## src/rtl/pc_fetch_pkg.sv

```systemverilog
// ============================================================================
// pc_fetch_pkg : shared defaults and state encoding for the fetch sequencer
// Revision     : 1.0
// ============================================================================
`default_nettype none

package pc_fetch_pkg;

  localparam int unsigned DEFAULT_XLEN         = 32;
  localparam int unsigned DEFAULT_PC_INC       = 4;
  localparam logic [31:0] DEFAULT_RESET_VECTOR = 32'h0000_0000;

  typedef enum logic [1:0] {
    BOOT = 2'd0,
    REQ  = 2'd1,
    WAIT = 2'd2,
    OUT  = 2'd3
  } fetch_state_t;

endpackage

`default_nettype wire

```

## src/rtl/pc_add32.sv

```systemverilog
// ============================================================================
// pc_add32 : combinational modular adder shared by PC increment and redirect
// Revision : 1.0
// ============================================================================
`default_nettype none

module pc_add32 #(
  parameter int unsigned XLEN = 32
) (
  input  logic [XLEN-1:0] a,
  input  logic [XLEN-1:0] b,
  output logic [XLEN-1:0] sum
);

  assign sum = a + b;

endmodule

`default_nettype wire

```

## src/rtl/pc_fetch_sequencer.sv

```systemverilog
// ============================================================================
// pc_fetch_sequencer : owns the PC and sequences instruction fetch requests
// Revision           : 1.0
// ============================================================================
`default_nettype none

module pc_fetch_sequencer
  import pc_fetch_pkg::*;
#(
  parameter int unsigned     XLEN         = DEFAULT_XLEN,
  parameter logic [XLEN-1:0] RESET_VECTOR = XLEN'(DEFAULT_RESET_VECTOR),
  parameter int unsigned     PC_INC       = DEFAULT_PC_INC
) (
  input  logic            clk,
  input  logic            rst_n,
  output logic            imem_req_valid,
  input  logic            imem_req_ready,
  output logic [XLEN-1:0] imem_addr,
  input  logic            imem_rsp_valid,
  output logic            instr_valid,
  output logic [XLEN-1:0] instr_pc,
  input  logic            stall,
  input  logic            redirect_valid,
  input  logic [XLEN-1:0] redirect_base,
  input  logic [XLEN-1:0] redirect_offset,
  input  logic            redirect_jalr,
  output logic            misalign_err
);

  fetch_state_t    state, state_nxt;
  logic [XLEN-1:0] pc, pc_nxt;
  logic            kill, kill_nxt;
  logic            misalign_nxt;

  logic [XLEN-1:0] add_a, add_b, add_sum, target;
  logic            redir_seen, redir_take;

  assign add_a = redirect_valid ? redirect_base   : pc;
  assign add_b = redirect_valid ? redirect_offset : XLEN'(PC_INC);

  pc_add32 #(.XLEN(XLEN)) u_add (
    .a   (add_a),
    .b   (add_b),
    .sum (add_sum)
  );

  assign target     = redirect_jalr ? {add_sum[XLEN-1:1], 1'b0} : add_sum;
  assign redir_seen = redirect_valid && (state != BOOT);
  assign redir_take = redir_seen && (target[1:0] == 2'b00);

  always_comb begin
    state_nxt    = state;
    pc_nxt       = pc;
    kill_nxt     = kill;
    misalign_nxt = redir_seen && (target[1:0] != 2'b00);
    if (redir_take) pc_nxt = target;
    case (state)
      BOOT: state_nxt = REQ;
      REQ: begin
        if (imem_req_ready) begin
          state_nxt = WAIT;
          kill_nxt  = redir_take;
        end
      end
      WAIT: begin
        if (imem_rsp_valid) begin
          state_nxt = (kill || redir_take) ? REQ : OUT;
          kill_nxt  = 1'b0;
        end else if (redir_take) begin
          kill_nxt  = 1'b1;
        end
      end
      OUT: begin
        // A rejected redirect still owns the adder this cycle, so the increment waits.
        if (redir_take) begin
          state_nxt = REQ;
        end else if (!stall && !redirect_valid) begin
          pc_nxt    = add_sum;
          state_nxt = REQ;
        end
      end
      default: state_nxt = BOOT;
    endcase
  end

  always_ff @(posedge clk or negedge rst_n) begin
    if (!rst_n) begin
      state        <= BOOT;
      pc           <= RESET_VECTOR;
      kill         <= 1'b0;
      misalign_err <= 1'b0;
    end else begin
      state        <= state_nxt;
      pc           <= pc_nxt;
      kill         <= kill_nxt;
      misalign_err <= misalign_nxt;
    end
  end

  assign imem_req_valid = (state == REQ);
  assign imem_addr      = pc;
  assign instr_valid    = (state == OUT);
  assign instr_pc       = instr_valid ? pc : '0;

endmodule

`default_nettype wire
```

## config.mk

```make
export PLATFORM = sky130hd
export DESIGN_NAME = pc_fetch_sequencer
export DESIGN_NICKNAME = d
export VERILOG_FILES = /design/src/rtl/pc_fetch_pkg.sv /design/src/rtl/pc_add32.sv /design/src/rtl/pc_fetch_sequencer.sv
export SDC_FILE = /design/constraint.sdc
export NUM_CORES = 1
export LEC_CHECK = 0
export CAP_MARGIN = 20
export CORE_AREA = 2 2 133 83
export CTS_CLUSTER_SIZE = 10
export DETAILED_ROUTE_END_ITERATION = 8
export DIE_AREA = 0 0 135 85
export GPL_ROUTABILITY_DRIVEN = 0
export MAX_ROUTING_LAYER = met4
export PLACE_DENSITY = 0.81
export SLEW_MARGIN = 25
export SYNTH_ARGS = -nofsm -noshare
export SYNTH_HDL_FRONTEND = slang
export SYNTH_SLANG_ARGS = --single-unit
```

## constraint.sdc

```tcl
create_clock -name clk -period 2.65 [get_ports clk]
set_input_delay 0.795 -clock clk [delete_from_list [all_inputs] [get_ports clk]]
set_output_delay 0.795 -clock clk [all_outputs]
set_load 0.005 [all_outputs]
```

# --- Yosys cells after proc, flatten, opt, wreduce, memory -nomap -nowiden ---
# Index checks and enable logic that the tools add are counted.
word_totals:
  regBits: 36
  input_bits: 71
  word_cells: 44
op_classes:
  n_addsub: 1
  n_eq_ne: 7
  mux: 18
  reduce_logical: 14
ops:
  columns: ["cell", "n"]
  rows:
  - ["32-bit 2-to-1 mux", 7]
  - ["32-bit adder", 1]
  - ["2-bit 2-to-1 mux", 5]
  - ["2-bit one-hot mux with 4 select lines", 1]
  - ["3-bit AND reduction", 2]
  - ["2-bit nonzero test", 3]
  - ["2-bit == test (second input constant)", 2]
  - ["1-bit logical AND", 4]
  - ["2-bit logical NOT", 2]
  - ["1-bit 2-to-1 mux", 4]
  - ["3-bit by 1-bit != test with 1-bit output (second input constant)", 1]
  - ["3-bit != test (second input constant)", 1]
  - ["2-bit by 1-bit == test with 1-bit output (second input constant)", 1]
  - ["1-bit logical NOT", 2]
  - ["2-bit by 1-bit != test with 1-bit output (second input constant)", 1]
  - ["2-bit != test (second input constant)", 1]
  - ["1-bit one-hot mux with 2 select lines", 1]
  - ["1-bit logical OR", 1]

# --- Logic depth before layout (Yosys ltp) ---
logic_depth:
  depth_word: 9
  mapped_depth: 14
  mapped_depth_nobuf: 10

# --- Cells and area by module ---
# A second synthesis with hierarchy kept.
unflattened:
  cells_unflattened: 431
  hier_area_um2: 4055.1
by_module_without_submodules:
  columns: ["mod", "instances", "cells_each", "area_per_inst_um2", "seq_area_each_um2"]
  rows:
  - ["pc_fetch_sequencer", 1, 210, 2453.6, 900.9]
  - ["pc_add32", 1, 221, 1601.5, 0.0]

# --- Least setup slack after synthesis ---
# OpenSTA, ideal clock, no wires.
synth_timing:
  path_kind: "input to register"
  from: "input redirect_valid"
  to: "register pc[31], in the netlist imem_addr[31]"
  setup_time_ns: 0.123
  arrival_ns: 3.571
  required_ns: 2.527
  setup_slack_ns: -1.044
  path_stages: 12
  n_path_buf: 3
  path_cell_list: "buf_6 > clkbuf_1 > mux2_2 > ha_1 > buf_2 > a211oi_1 > nor2_1 > o32ai_2 > o311ai_4 > o21ai_2 > mux2_4 > o221a_1"
synth_between:
  elab_chain_len: 9
synth_rtl:
  columns: ["item", "line", "source"]
  rows:
  - ["from (decl)", "pc_fetch_sequencer.sv:23", "input logic redirect_valid,"]
  - ["32-bit 2-to-1 mux, on equally long branches", "pc_fetch_sequencer.sv:38, pc_fetch_sequencer.sv:39", null]
  - ["32-bit adder", "pc_add32.sv:15", "assign sum = a + b;"]
  - ["1-bit 2-to-1 mux", "pc_fetch_sequencer.sv:47", "assign target = redirect_jalr ? {add_sum[XLEN-1:1], 1'b0} : add_sum;"]
  - ["2-bit logical NOT", "pc_fetch_sequencer.sv:49", "assign redir_take = redir_seen && (target[1:0] == 2'b00);"]
  - ["1-bit logical AND", "pc_fetch_sequencer.sv:49", null]
  - ["32-bit 2-to-1 mux", "pc_fetch_sequencer.sv:56", "if (redir_take) pc_nxt = target;"]
  - ["32-bit 2-to-1 mux", "pc_fetch_sequencer.sv:77", "end else if (!stall && !redirect_valid) begin"]
  - ["32-bit 2-to-1 mux", "pc_fetch_sequencer.sv:75", "if (redir_take) begin"]
  - ["32-bit 2-to-1 mux (*)", "pc_fetch_sequencer.sv:57", "case (state)"]
  - ["via pc_nxt[31]", "pc_fetch_sequencer.sv:31", "logic [XLEN-1:0] pc, pc_nxt;"]
  - ["to (signal assigned)", "pc_fetch_sequencer.sv:94", "pc <= pc_nxt;"]
  - ["to (decl)", "pc_fetch_sequencer.sv:31", null]
# Mark *: on every way through the listed nets, which the timed path passes. The rest lies on a longest branch.
# A chain may end at the register's enable or synchronous reset.

# --- Worst setup path after layout ---
layout_timing:
  from: "input redirect_base[27]"
  to: "register pc[30], in the netlist imem_addr[30]"
layout_between:
  elab_chain_len: 6
layout_rtl:
  columns: ["item", "line", "source"]
  rows:
  - ["from (decl)", "pc_fetch_sequencer.sv:24", "input logic [XLEN-1:0] redirect_base,"]
  - ["32-bit 2-to-1 mux (*)", "pc_fetch_sequencer.sv:38", "assign add_a = redirect_valid ? redirect_base : pc;"]
  - ["32-bit adder (*)", "pc_add32.sv:15", null]
  - ["32-bit 2-to-1 mux", "pc_fetch_sequencer.sv:56", null]
  - ["32-bit 2-to-1 mux", "pc_fetch_sequencer.sv:77", null]
  - ["32-bit 2-to-1 mux", "pc_fetch_sequencer.sv:75", null]
  - ["32-bit 2-to-1 mux (*)", "pc_fetch_sequencer.sv:57", null]
  - ["via pc_nxt[30]", "pc_fetch_sequencer.sv:31", null]
# Marks and branches as above.

==> results.txt <==
- In this run the clock root is driven by a sky130_fd_sc_hd__clkbuf_16.
- Setup violations remaining at the end of the flow were counted as 34.
* End of the worst register-to-register path: imem_addr[30]
- The net count of the finished layout is 911.
* Placeable core region: 0.01030 mm^2
- Number of pins exceeding their max-slew limit in the final report: 0
* Beginning of the worst register-to-register path: imem_addr[0]
- Die outline height: 85 um
* Element type at the critical path start: input port
- Critical path peak fanout: 5
- Timing analysis after detailed placement gives a worst setup slack of -1.032 ns.
- Counting distinct cell types in the post-synthesis netlist gives 67.
* Top cell type's share of synthesized area: 21.21%
- Die width: 135 um
- CTS clk-pin slew, worst paths: 0.07 ns
* Worst setup path class: input port to register
* Routed Antenna Nets: 0
* Maximum vdd ir drop: 479.7 uV
- Dividing the detail-routed via count by the number of cells gives 6.094.
* Row cnt: 29
* Effective utilization at floorplan: 41.22%
* GRT Resource Usage Total: 33.67%
- Summing every instance area after synthesis gives 0.004248 mm^2.
- Multiplexer cells account for 9.750% of the synthesized area.
- Count of routing violations after the opening detailed-route iteration: 485
* Syn_nets: 623
- Required arrival time at the worst endpoint: 2.83 ns
- In this run the power density over the cells is 887.6 mW/mm^2.
* Final TNS setup: -10.32 ns
- The worst register-to-register path has a depth of 10.
- The number of failing hold endpoints at the final stage is 0.
- TritonCTS created 5 clock buffers.
* Most common cell after layout, fill and taps aside: sky130_fd_sc_hd__buf_4
* Synthesized area per cell: 8.248 um^2
- Detailed placement ended at an HPWL of 11470 um.
- For this run the aggregate overflow at the end of global routing stands at 0.
- In the finished design, the share of the clock period the worst path needs comes to 128.6%.
* I/O Buffers: 137
- Critical Path End Type: register
- For this block, the routed nets add up to 21960 um of wire.
- Share of cells above drive strength 1: 46.77%
- Clock tree from TritonCTS: done
- Most used cells in the layout excluding fill and tap cells: sky130_fd_sc_hd__buf_4, sky130_fd_sc_hd__clkdlybuf4s50_1, sky130_fd_sc_hd__and2_1
* Post-synth EDFFs: 0
- Vias post-DR: 5747
- # IOs: 138
- Hold is met by 0.5830 ns.
- Antenna cell count: 0
- Total of max-cap violations: 0
- Filler cell count in the final layout: 502
- In the post-route analysis, the smallest setup slack over all paths is -0.7588 ns.
- Drt pass-1 iters: 9
* Sinks on the clock net: 36
* Maximum number of pins on one net before global-route repair: 37
- Path category of the worst min-delay check: register to register
* Die area: 0.01148 mm^2
- Clock insertion delay at the later pin of the skew report: 0.30 ns
- The number of global-route vias before repair was 5877.
* Highest achievable clock rate: 0.2934 GHz
- After detailed routing, the average wire length per cell comes to 23.29 um.
- The synthesized netlist devotes 22.39% of its cell area to compound gates.
- Number of storage elements in the synthesis netlist: 36
- Startpoint of the worst hold path: imem_addr[25]
- Setup repair after global routing missed its margin: yes
* Combinational family with the most area after synthesis: simple AND/OR/NAND/NOR gates
- Counting I/O delays and the setup requirement, the final critical path takes 3.409 ns.
* Clk_skew: 0.01232 ns
- Post-route DRC violation count: 0
- The flow ran to the end, but the final reports show violations.
- The synthesized netlist devotes 25.77% of its cell area to simple gates.
* Syn Inst Count: 515
- Area leader, netlist: sky130_fd_sc_hd__dfrtp_1
- During synthesis, Yosys emitted a total of 0 warnings.
- The path with the worst hold slack has its endpoint at imem_addr[25].
- The first global-routing pass estimated 29770 um of wire.
* Cell depth of the worst hold path: 3
- For this run, the leading register cell type out of synthesis is sky130_fd_sc_hd__dfrtp_1.
- For this design the static power due to leakage is 3.684 nW.
- Setup slack on the worst reg-to-reg path comes out at -0.31 ns.
- Critical path arrival: 3.59 ns
- Max transition margin: 34.19%
* Slew of the pin with the lowest slew margin: 0.9871 ns
- In the post-synthesis netlist, the biggest area contributors are sky130_fd_sc_hd__dfrtp_1, sky130_fd_sc_hd__ha_1, sky130_fd_sc_hd__and2_1.
* Area added between synthesis and finish: 102.0%
- Number of antenna violations at the first check in global routing: 0
* # H-tree levels: 2
- CTS max path bufs: 2
- For this run, asynchronously set or reset flops after synthesis account for 100.0%.
* XOR/XNOR share of the synthesized area: 4.330%
- After Yosys synthesis, full adders, half adders and majority gates account for 11.08% of the synthesized area.
- Violated checks: negative setup slack
- For this run, the register share of the synthesized area comes to 21.21%.
## worst max-delay path by stage
stage / startpoint / depth (start not counted) / to / slack (ns)
after global placement: redirect_base[0] / 12 / imem_addr[18] / -0.95
after global routing: redirect_valid / 11 / imem_addr[30] / -0.92
after CTS: redirect_valid / 11 / imem_addr[30] / -0.46
after floorplan: redirect_valid / 13 / imem_addr[30] / -0.77
after detailed placement: redirect_base[0] / 12 / imem_addr[26] / -1.03
final: redirect_base[27] / 10 / imem_addr[30] / -0.76
## per-stage QoR
step           area, um^2  util [%]  instances  power (mW)
3_3_place_gp         6694     64.96        890       4.886
3_5_place_dp         6694     64.96        890       5.052
2_1_floorplan        4415         -        515       3.048
4_1_cts              8031     77.94        926       6.685
5_1_grt              8581     83.27        943       7.906
6_report             8581     83.27        943       7.616
## state kept, by name, indices dropped and copies added, names as in the netlist
register,flops
misalign_err,1
imem_addr,32
state,2
kill,1
## where the power goes
group / switching (mW) / leakage [nW] / total, mW / internal [mW]
Sequential: 0.244 / 0.421 / 1.05 / 0.807
Combinational: 2.73 / 3.18 / 5.85 / 3.12
Clock: 0.270 / 0.0808 / 0.714 / 0.444
## per-layer routing
layer  part of all wire [%]  vias up  GRT usage (%)
met5                      0        -              -
met4                    5.7        0          15.34
met3                    8.3      145          6.213
met2                     47      417          57.50
met1                     39     2744          38.68
li1                       -     2441              -
## repair_timing
item / 4_1_cts / 5_1_grt
setup buffers: 23 / 20
setup endpoints to repair: 33 / 42
hold buffers: 0 / 0
cloned: 6 / 1
pin swaps: 69 / 51
resized for setup: 173 / 79
## cell type report
cell class,instances,area [um^2],share of cell area (%)
clock inverter,2,35.03,0.4083
clock buffer,6,128.9,1.502
timing repair buffer,309,2994,34.89
multi-input combinational,437,4293,50.03
sequential,36,900.9,10.50
tap,139,173.9,2.027
inverter,14,55.05,0.6416
## logic make-up (layout without fill, tap and decap cells)
family,after synthesis,count (layout)
muxes,37,37
DFF,36,36
adders and majority gates,37,37
buffers and inverters,42,331
and+or+nand+nor,199,199
xor gates and xnor gates,21,21
AOI/OAI and AO/OA,143,143
## synthesized netlist by cell type (4+ instances only)
| cell | count |
|---|---|
| sky130_fd_sc_hd__inv_1 | 14 |
| sky130_fd_sc_hd__ha_1 | 36 |
| sky130_fd_sc_hd__o21ai_0 | 24 |
| sky130_fd_sc_hd__o211ai_1 | 4 |
| sky130_fd_sc_hd__nand3_1 | 13 |
| sky130_fd_sc_hd__a21oi_1 | 48 |
| sky130_fd_sc_hd__clkbuf_1 | 12 |
| sky130_fd_sc_hd__nand2b_1 | 7 |
| sky130_fd_sc_hd__a31oi_1 | 6 |
| sky130_fd_sc_hd__dfrtp_1 | 36 |
| sky130_fd_sc_hd__nand2_1 | 26 |
| sky130_fd_sc_hd__xor2_1 | 11 |
| sky130_fd_sc_hd__mux2_2 | 31 |
| sky130_fd_sc_hd__mux2i_1 | 5 |
| sky130_fd_sc_hd__nor2b_1 | 5 |
| sky130_fd_sc_hd__nor2_1 | 46 |
| sky130_fd_sc_hd__and2_1 | 65 |
| sky130_fd_sc_hd__nand4_1 | 7 |
| sky130_fd_sc_hd__o21bai_1 | 4 |
| sky130_fd_sc_hd__nor3_1 | 9 |
| sky130_fd_sc_hd__buf_2 | 8 |
| sky130_fd_sc_hd__a21o_1 | 13 |
| sky130_fd_sc_hd__xnor2_1 | 10 |
| sky130_fd_sc_hd__buf_6 | 6 |
| sky130_fd_sc_hd__a211oi_1 | 10 |
## worst max-delay path, stage by stage
cell and delay, ns:
sky130_fd_sc_hd__clkdlybuf4s50_1 0.41, sky130_fd_sc_hd__mux2_2 0.30, sky130_fd_sc_hd__ha_4 0.26, sky130_fd_sc_hd__buf_4 0.16
sky130_fd_sc_hd__a21o_1 0.16, sky130_fd_sc_hd__a211oi_1 0.44, sky130_fd_sc_hd__a21oi_1 0.19, sky130_fd_sc_hd__a21boi_0 0.23
sky130_fd_sc_hd__a31o_2 0.31, sky130_fd_sc_hd__a221o_1 0.33
No activity file was read; power rests on OpenSTA's default activity.
